`src/rtl/uart_tx_pkg.sv`:
```
// rtl/uart_tx_pkg.sv - shared UART transmitter types and constants
// State encodings and tick-counter sizing used by uart_tx and its bench.
package uart_tx_pkg;

  typedef enum logic [1:0] {
    IDLE  = 2'b00,
    START = 2'b01,
    DATA  = 2'b10,
    STOP  = 2'b11
  } state_t;

  localparam int OVERSAMPLE  = 16;
  localparam int DEF_DBIT    = 8;
  localparam int DEF_SB_TICK = 16;

  // Tick counter must reach both OVERSAMPLE-1 and SB_TICK-1.
  function automatic int tick_width(input int sb_tick);
    return (sb_tick > OVERSAMPLE) ? $clog2(sb_tick) : $clog2(OVERSAMPLE);
  endfunction

endpackage

```
`src/rtl/uart_tx_if.sv`:
```
// rtl/uart_tx_if.sv - host-side handshake and serial line bundle for uart_tx
// master = host/FIFO side plus tick source, slave = transmitter.
interface uart_tx_if;
  logic       tx_start;
  logic       s_tick;
  logic [7:0] din;
  logic       tx_busy;
  logic       tx_done_tick;
  logic       tx;

  modport master (
    output tx_start, s_tick, din,
    input  tx_busy, tx_done_tick, tx
  );

  modport slave (
    input  tx_start, s_tick, din,
    output tx_busy, tx_done_tick, tx
  );
endinterface

```
`src/rtl/uart_tx.sv`:
```
// rtl/uart_tx.sv - UART frame transmitter driven by a 16x oversampling tick
// Start bit, DBIT data bits LSB first, SB_TICK-tick stop; line output registered.
module uart_tx
  import uart_tx_pkg::*;
#(
  parameter int DBIT    = DEF_DBIT,
  parameter int SB_TICK = DEF_SB_TICK
) (
  input  logic     clk,
  input  logic     reset,
  uart_tx_if.slave bus
);

  localparam int             SW     = tick_width(SB_TICK);
  localparam logic [SW-1:0]  S_LAST = SW'(OVERSAMPLE - 1);
  localparam logic [SW-1:0]  S_STOP = SW'(SB_TICK - 1);
  localparam logic [2:0]     N_LAST = 3'(DBIT - 1);

  state_t        state_reg, state_next;
  logic [SW-1:0] s_reg, s_next;
  logic [2:0]    n_reg, n_next;
  logic [7:0]    b_reg, b_next;
  logic          tx_reg, tx_next;
  logic          done;

  always_ff @(posedge clk) begin
    if (reset) begin
      state_reg <= IDLE;
      s_reg     <= '0;
      n_reg     <= '0;
      b_reg     <= '0;
      tx_reg    <= 1'b1;
    end else begin
      state_reg <= state_next;
      s_reg     <= s_next;
      n_reg     <= n_next;
      b_reg     <= b_next;
      tx_reg    <= tx_next;
    end
  end

  always_comb begin
    state_next = state_reg;
    s_next     = s_reg;
    n_next     = n_reg;
    b_next     = b_reg;
    tx_next    = 1'b1;
    done       = 1'b0;
    case (state_reg)
      IDLE: begin
        tx_next = 1'b1;
        // A tick coinciding with the accept clock is deliberately not counted.
        if (bus.tx_start) begin
          b_next     = bus.din;
          s_next     = '0;
          state_next = START;
        end
      end
      START: begin
        tx_next = 1'b0;
        if (bus.s_tick) begin
          if (s_reg == S_LAST) begin
            s_next     = '0;
            n_next     = '0;
            state_next = DATA;
          end else begin
            s_next = s_reg + 1'b1;
          end
        end
      end
      DATA: begin
        tx_next = b_reg[0];
        if (bus.s_tick) begin
          if (s_reg == S_LAST) begin
            s_next = '0;
            b_next = b_reg >> 1;
            if (n_reg == N_LAST) state_next = STOP;
            else                 n_next     = n_reg + 3'd1;
          end else begin
            s_next = s_reg + 1'b1;
          end
        end
      end
      STOP: begin
        tx_next = 1'b1;
        if (bus.s_tick) begin
          if (s_reg == S_STOP) begin
            state_next = IDLE;
            done       = 1'b1;
          end else begin
            s_next = s_reg + 1'b1;
          end
        end
      end
      default: state_next = IDLE;
    endcase
  end

  assign bus.tx           = tx_reg;
  assign bus.tx_busy      = (state_reg != IDLE);
  assign bus.tx_done_tick = done;

endmodule

```
`src/flat_wrapper.sv`:
```
// flat-port wrapper written by rule: the top's interface ports become plain ports
module uart_tx_flat import uart_tx_pkg::*;
#(
  parameter int DBIT    = DEF_DBIT,
  parameter int SB_TICK = DEF_SB_TICK
)
  (clk, reset, bus_tx_start, bus_s_tick, bus_din, bus_tx_busy, bus_tx_done_tick, bus_tx);
  uart_tx_if bus_i ();
  input  logic clk;
  input  logic reset;
  input wire logic [$bits(bus_i.tx_start)-1:0] bus_tx_start;
  input wire logic [$bits(bus_i.s_tick)-1:0] bus_s_tick;
  input wire logic [$bits(bus_i.din)-1:0] bus_din;
  output wire logic [$bits(bus_i.tx_busy)-1:0] bus_tx_busy;
  output wire logic [$bits(bus_i.tx_done_tick)-1:0] bus_tx_done_tick;
  output wire logic [$bits(bus_i.tx)-1:0] bus_tx;
  assign bus_i.tx_start = bus_tx_start;
  assign bus_i.s_tick = bus_s_tick;
  assign bus_i.din = bus_din;
  assign bus_tx_busy = bus_i.tx_busy;
  assign bus_tx_done_tick = bus_i.tx_done_tick;
  assign bus_tx = bus_i.tx;
  uart_tx #(.DBIT(DBIT), .SB_TICK(SB_TICK)) u_core (.clk(clk), .reset(reset), .bus(bus_i));
endmodule
```
`config.mk`:
```
export PLATFORM = sky130hd
export DESIGN_NAME = uart_tx_flat
export DESIGN_NICKNAME = d
export VERILOG_FILES = /design/src/rtl/uart_tx_pkg.sv /design/src/rtl/uart_tx_if.sv /design/src/rtl/uart_tx.sv /design/src/flat_wrapper.sv
export SDC_FILE = /design/constraint.sdc
export NUM_CORES = 1
export LEC_CHECK = 0
export CAP_MARGIN = 20
export CORE_MARGIN = 1.5
export CORE_UTILIZATION = 45
export DETAILED_ROUTE_END_ITERATION = 7
export HOLD_SLACK_MARGIN = 0.03
export PLACE_DENSITY = 0.68
export SLEW_MARGIN = 0
export SYNTH_ARGS = -nofsm -noshare
export SYNTH_HDL_FRONTEND = slang
export SYNTH_SLANG_ARGS = --single-unit
```
`constraint.sdc`:
```
create_clock -name clk -period 3.2 [get_ports clk]
set_input_delay 0.64 -clock clk [delete_from_list [all_inputs] [get_ports clk]]
set_output_delay 0.64 -clock clk [all_outputs]
set_load 0.03 [all_outputs]
```
# Yosys cells after proc, flatten, opt, wreduce, memory -nomap -nowiden
# Index checks and enable logic that the tools add are counted.
[word_totals]
register_bits = 18
inputBits = 12
output_inout_bits = 3
word_cells = 62
[op_classes]
n_addsub = 2
n_eq_ne = 16
muxes = 29
reduce_logical = 10
[op_table]
columns = ["op", "n"]
rows = [
  ["2-to-1 mux 8 bit", 3],
  ["2-to-1 mux 4 bit", 5],
  ["2-to-1 mux 2 bit", 8],
  ["case mux 8 bit (2 select lines)", 1],
  ["2-to-1 mux 3 bit", 5],
  ["!= test 2 bit (second input constant)", 6],
  ["case mux 4 bit (3 select lines)", 1],
  ["!= test 2 x 1 -> 1 bit (second input constant)", 5],
  ["case mux 2 bit (4 select lines)", 1],
  ["AND reduction 4 bit", 2],
  ["AND reduction 8 bit", 1],
  ["case mux 3 bit (2 select lines)", 1],
  ["AND reduction 6 bit", 1],
  ["nonzero test 2 bit", 3],
  ["adder 4 x 1 -> 4 bit (second input constant)", 1],
  ["== test 2 bit (second input constant)", 2],
  ["== test 4 bit (second input constant)", 1],
  ["OR reduction 2 bit", 2],
  ["adder 3 x 1 -> 3 bit (second input constant)", 1],
  ["== test 3 bit (second input constant)", 1],
  ["2-to-1 mux 1 bit", 3],
  ["case mux 1 bit (3 select lines)", 1],
  ["== test 2 x 1 -> 1 bit (second input constant)", 1],
  ["logical NOT 2 bit", 1],
]

# Depth between registers and ports, before layout
# Gate-level depths: netlist of the first run.
[depth]
ltp_word = 5
ltp_mapped = 8
ltp_nobuf = 6

# Worst setup path after synthesis of the first run
# No wires, ideal clock.
[synth_path]
path_type = "input-to-output"
startpoint = "in bus_s_tick"
endpoint = "out bus_tx_done_tick"
arrival_time_ns = 1.164
required_time_ns = 2.560
setup_slack_ns = 1.396
stages = 2
path_buffers = 0
cell_sequence = "and4_1 and2_1"
[synth_via]
elab_chain_cells = 2
[synth_lines]
columns = ["element", "line", "rtl"]
rows = [
  ["from (decl)", "flat_wrapper.sv:12", "input wire logic [$bits(bus_i.s_tick)-1:0] bus_s_tick;"],
  ["2-to-1 mux 1 bit", "uart_tx.sv:86", "if (bus.s_tick) begin"],
  ["2-to-1 mux 1 bit", "uart_tx.sv:49", "case (state_reg)"],
  ["to (decl)", "flat_wrapper.sv:15", "output wire logic [$bits(bus_i.tx_done_tick)-1:0] bus_tx_done_tick;"],
]
# No other way between the ends.

# Worst setup path after layout of the first run
# Same ends and word-level chain as after synthesis.

==> results.sh, run 1 <==
export IMPL_syn_nets=129
export IMPL_cp_data_arrival_time_ps=2310
export IMPL_fin_skew_ps=8.45
export IMPL_ys_seq_area_frac=0.354
export IMPL_relSlewSlack=0.460
export IMPL_wl_mm=1.96
export IMPL_cp_buffers_inverters=2
export IMPL_dp_hpwl_mm=1.47
export IMPL_dieWidth_um=50.5
export IMPL_ant_nets=0
export IMPL_worstHoldPathType="flop to flop"
export IMPL_post_cts_buffers=0
export IMPL_final_nets=144
export IMPL_stdcell_count=151
export IMPL_yosysMostFrequentCell="dfxtp_1"
export IMPL_netlist_top_cell_by_area="dfxtp_1"
export IMPL_finalSetupTns_ps=0
export IMPL_core_sq_um=2170
export IMPL_wl_per_cell_um=12.9
export IMPL_grt_use_total=0.177
export IMPL_ys_ff_latch=18
export IMPL_cts_htree_levels=1
export IMPL_port_buffers=14
export IMPL_n_antenna_cell=0
export IMPL_irDropWorstVdd_v=0.000374
export IMPL_largest_register_ffs=8
export IMPL_numClockSinks=18
export IMPL_drt_iter0_markers=12
export IMPL_ctsRootBufferMaster="clkbuf_4"
export IMPL_antenna_found_initial=0
export IMPL_clk_path_buf_depth=2
export IMPL_setup_viol=0
export IMPL_synthDistinctLibCells=38
export IMPL_placed_cells=148
export IMPL_crit_chain="clkdlybuf4s50_1 -> and4_1 -> and2_1 -> clkdlybuf4s50_1"
export IMPL_p_leak_nw=0.490
export IMPL_num_vias=862
export IMPL_clock_latency_ps=280
export IMPL_fp_row_count=17
export IMPL_period_minus_slack_ps=2950
export IMPL_first_pass_iters=4
export IMPL_drive_above_1_share=0.0732
export IMPL_critPathRequiredTime_ps=2560
export IMPL_start_kind="input port"
export IMPL_period_share=0.923
export IMPL_crit_type="input port to output pin"
export IMPL_yosys_top_cells_area="dfxtp_1 35%, ha_1 8.6%, mux2i_1 6.9%, a211oi_1 3.7%, nor2_1 3.7%"
export IMPL_io_pins=15
export IMPL_grt_pass1_vias=826
export IMPL_ys_warn_count=0
export IMPL_cp_top_family="buffers and inverters"
export IMPL_tritoncts="built"
export IMPL_max_freq_ghz=0.338
export IMPL_via_per_inst=5.71
export IMPL_power_density_nw_per_um2=744
export IMPL_area_growth_pct=17.1
export IMPL_finalHoldViolations=0
export IMPL_synthArstFlopShare=0
export IMPL_postCtsHoldBufs=0
export IMPL_worst_slew_pin_slew_ps=810
export IMPL_endpoint_kind="output pin"
export IMPL_dieHeight_um=50.5
export IMPL_fin_ws_ps=245
export IMPL_gr_total_overflow=0
export IMPL_max_cap_viol_count=0
export IMPL_grt_first_pass_wirelength_mm=3.46
export IMPL_slew_violations=0
export IMPL_synth_area_sq_um=1020
export IMPL_outcome="completed"
export IMPL_avgSynthCellArea_sq_um=9.25
export IMPL_fill_cells=219
export IMPL_dieArea_sq_um=2550
export IMPL_synthFlopType="dfxtp_1"
export IMPL_start_util=0.469
export IMPL_synth_edff_count=0
export IMPL_place_ws_ps=270
export IMPL_drc=0
export IMPL_synthTopCellsByCount="18 x dfxtp_1, 10 x nor2_1, 7 x ha_1, 7 x mux2i_1"
export IMPL_ctsResizeCount=0
export IMPL_path_clk_slew_ps=100
export IMPL_synth_top_area_frac=0.354
export IMPL_max_stage_delay_ps=660
export IMPL_crit_fanout=4
export IMPL_rsz0062_at_grt="no"
export IMPL_gp_congestion=0.818
export IMPL_grt_max_degree=19
export IMPL_slowest_stage="clkdlybuf4s50_1"
export IMPL_cts_buffers=3
export IMPL_syn_inst=110
export IMPL_cpMostUsedCell="clkdlybuf4s50_1"
[placed cells by master, fill, tap and decap left out, types with 2 or more instances in the layout]
cell type         n
clkdlybuf4s50_1  14
dfxtp_1          18
nand3_1           3
o21ai_0           6
ha_1              7
mux2i_1           7
and3_1            2
nor3b_1           2
a211oi_2          2
nor2_1           10
clkbuf_4          3
and2_1            2
a211oi_1          5
nand2b_1          4
nand2_1           5
a21oi_1           6
a211o_1           2
nor2b_1           2
inv_1             5
a22oi_1           2
[metal layers]
metal | GRT usage | vias to the layer above | share of wire
met4 | 0.0946 | 0 | 0.0097
met1 | 0.201 | 407 | 0.44
met2 | 0.314 | 21 | 0.51
met3 | 0.0268 | 2 | 0.038
met5 | 0 | - | 0
li1 | - | 432 | -
[through the flow]
stage	util	hold slack (ps)	instance area [sq um]	total power [mW]
finish	0.549	485	1190	0.886
global route	0.549	516	1190	0.964
CTS	0.549	494	1190	0.900
detailed placement	0.539	477	1170	0.788
global placement	0.539	457	1170	0.776
floorplan	-	446	1020	0.700
[report_power, final]
part / internal [mW] / switching (mW)
clock network: 0.0437 / 0.0632
registers: 0.283 / 0.0329
logic: 0.206 / 0.258
[final timing paths]
kind	from	to	slack, ps	depth (start not counted)
min	u_core.b_reg[7]	u_core.b_reg[7]	490	2
max	bus_s_tick	bus_tx_done_tick	250	4
min reg2reg	u_core.b_reg[7]	u_core.b_reg[7]	490	2
max reg2reg	u_core.state_reg[0]	u_core.b_reg[1]	950	6
[logic make-up after synthesis]
group / synth area share
AND/OR/NAND/NOR: 0.207
AO/OA/AOI/OAI: 0.231
buffers and inverters: 0.0418
multiplexers: 0.0800
flip-flops: 0.354
adder cells (fa/ha/maj): 0.0861
[worst reg2reg max path, cell delays in order, from the launching register on]
cell and delay (ps):
dfxtp_1 340, inv_1 100, ha_1 690, nor2_1 160, a211oi_4 550, nor2_1 120, a211oi_2 200
[layout make-up]
class,instances,area [sq um],share of cell area
repair buffers,14,140,0.118
flip-flops and latches,18,360,0.303
well taps,28,35.0,0.0294
clock buffers,3,22.5,0.0189
inverters,5,18.8,0.0158
multi-input cells,83,614,0.516
(Power assumes the default switching activity.)
==> run 2: changes to the inputs <==
CTS_BUF_LIST = sky130_fd_sc_hd__clkbuf_2   (was unset)
==> run 2 against run 1 <==
Compared with the run above: critical endpoint unchanged; largest power group unchanged; first-iteration DRC count decreased by 25%; flip-flop and latch count unchanged; sequential share of layout area up 0.19 points; non-clock buffer count unchanged; via count is 1.0% lower; clock power down 15%; critical path type unchanged; routed wire length shrank 0.10%.
==> results.sh, run 2 (synthesis results as in run 1) <==
export IMPL_outcome="completed"
export IMPL_io_pins=15
export IMPL_ant_nets=0
export IMPL_final_nets=144
export IMPL_hold_path_depth=2
export IMPL_gp_congestion=0.818
export IMPL_stdcell_count=151
export IMPL_start_util=0.469
export IMPL_worst_slew_pin_slew_ps=801
export IMPL_drive_above_1_share=0.0732
export IMPL_dieArea_sq_um=2550
export IMPL_endpoint_kind="output pin"
export IMPL_grt_use_total=0.175
export IMPL_drt_iter0_markers=9
export IMPL_relSlewSlack=0.466
export IMPL_placed_cells=148
export IMPL_via_per_inst=5.65
export IMPL_finalSetupTns_ps=0
export IMPL_r2r_start="u_core.state_reg[0]"
export IMPL_area_growth_pct=16.4
export IMPL_wl_per_cell_um=12.9
export IMPL_final_common_cell="dfxtp_1"
export IMPL_p_leak_nw=0.489
export IMPL_cp_data_arrival_time_ps=2320
export IMPL_holdPathEnd="u_core.b_reg[7]"
export IMPL_worstSetupPathDepth=4
export IMPL_tritoncts="built"
export IMPL_rsz0062_at_grt="no"
export IMPL_max_stage_delay_ps=660
export IMPL_cts_buffers=3
export IMPL_fin_total_pwr_uw=869
export IMPL_ctsResizeCount=0
export IMPL_core_sq_um=2170
export IMPL_ff2ff_path_depth=6
export IMPL_cts_htree_levels=1
export IMPL_period_share=0.923
export IMPL_largest_register_ffs=8
export IMPL_max_cap_viol_count=0
export IMPL_worst_hold_startpoint="u_core.b_reg[7]"
export IMPL_wl_mm=1.95
export IMPL_numClockSinks=18
export IMPL_reg2reg_to="u_core.b_reg[1]"
export IMPL_worstHoldPathType="flop to flop"
export IMPL_drc=0
export IMPL_fp_row_count=17
export IMPL_utilization=0.546
export IMPL_start_kind="input port"
export IMPL_power_density_nw_per_um2=734
export IMPL_grt_pass1_vias=813
export IMPL_gr_total_overflow=0
export IMPL_crit_type="input port to output pin"
export IMPL_path_clk_slew_ps=160
export IMPL_n_antenna_cell=0
export IMPL_ctsRootBufferMaster="clkbuf_2"
export IMPL_slew_violations=0
export IMPL_critPathRequiredTime_ps=2560
export IMPL_clk_path_buf_depth=2
export IMPL_dp_hpwl_mm=1.47
export IMPL_num_vias=853
export IMPL_port_buffers=14
export IMPL_cp_top_family="buffers and inverters"
export IMPL_cpMostUsedCell="clkdlybuf4s50_1"
export IMPL_antenna_found_initial=0
export IMPL_dieWidth_um=50.5
export IMPL_slowest_stage="clkdlybuf4s50_1"
export IMPL_max_freq_ghz=0.338
export IMPL_period_minus_slack_ps=2960
export IMPL_clock_latency_ps=290
export IMPL_rrSetupSlack_ps=950
export IMPL_fin_skew_ps=10.1
export IMPL_grt_max_degree=19
export IMPL_post_cts_buffers=0
export IMPL_grt_first_pass_wirelength_mm=3.42
export IMPL_crit_chain="clkdlybuf4s50_1 -> and4_1 -> and2_1 -> clkdlybuf4s50_1"
export IMPL_layout_common_cells="18 x dfxtp_1, 14 x clkdlybuf4s50_1, 10 x nor2_1"
export IMPL_first_pass_iters=4
export IMPL_postCtsHoldBufs=0
export IMPL_dieHeight_um=50.5
export IMPL_finalHoldViolations=0
export IMPL_setup_viol=0
export IMPL_irDropWorstVdd_v=0.000372
export IMPL_crit_fanout=4
export IMPL_cp_buffers_inverters=2
-- run 2: worst max path at each step --
stage	start	to	slack, ps
after floorplan	bus_s_tick	bus_tx_done_tick	1400
after global placement	bus_s_tick	bus_tx_done_tick	310
after detailed placement	bus_s_tick	bus_tx_done_tick	270
after CTS	bus_s_tick	bus_tx_done_tick	260
after global routing	bus_s_tick	bus_tx_done_tick	190
final	bus_s_tick	bus_tx_done_tick	240
-- run 2: layout make-up --
cell class,instances,area [sq um]
clock buffers,3,15.0
inverters,5,18.8
well taps,28,35.0
multi-input cells,83,614
repair buffers,14,140
fillers,218,986
flip-flops and latches,18,360
-- run 2: report_power, final --
part / internal, mW / total, mW / leakage, nW / switching, mW
Combinational: 0.206 / 0.463 / 0.328 / 0.258
Sequential: 0.283 / 0.315 / 0.148 / 0.0327
Clock: 0.0256 / 0.0909 / 0.0125 / 0.0653
Total: 0.514 / 0.869 / 0.489 / 0.356
-- run 2: worst register-to-register path, stage by stage, from the launching register on --
cell and delay (ps):
dfxtp_1 360, inv_1 100, ha_1 690, nor2_1 160
a211oi_4 550, nor2_1 120, a211oi_2 200
-- run 2: per-layer routing --
metal,global-route usage,part of all wire,vias to the layer above
li1,-,-,429
met2,0.307,0.50,23
met1,0.201,0.44,397
met4,0.0946,0.016,0
met3,0.0268,0.038,4
met5,0,0,-
-- run 2: through the flow --
step | worst slack (ps) | hold WS, ps | area (sq um)
after floorplan | 1400 | 446 | 1020
after global placement | 311 | 457 | 1170
after detailed placement | 270 | 477 | 1170
after CTS | 258 | 500 | 1180
after global routing | 190 | 522 | 1180
final | 245 | 491 | 1180
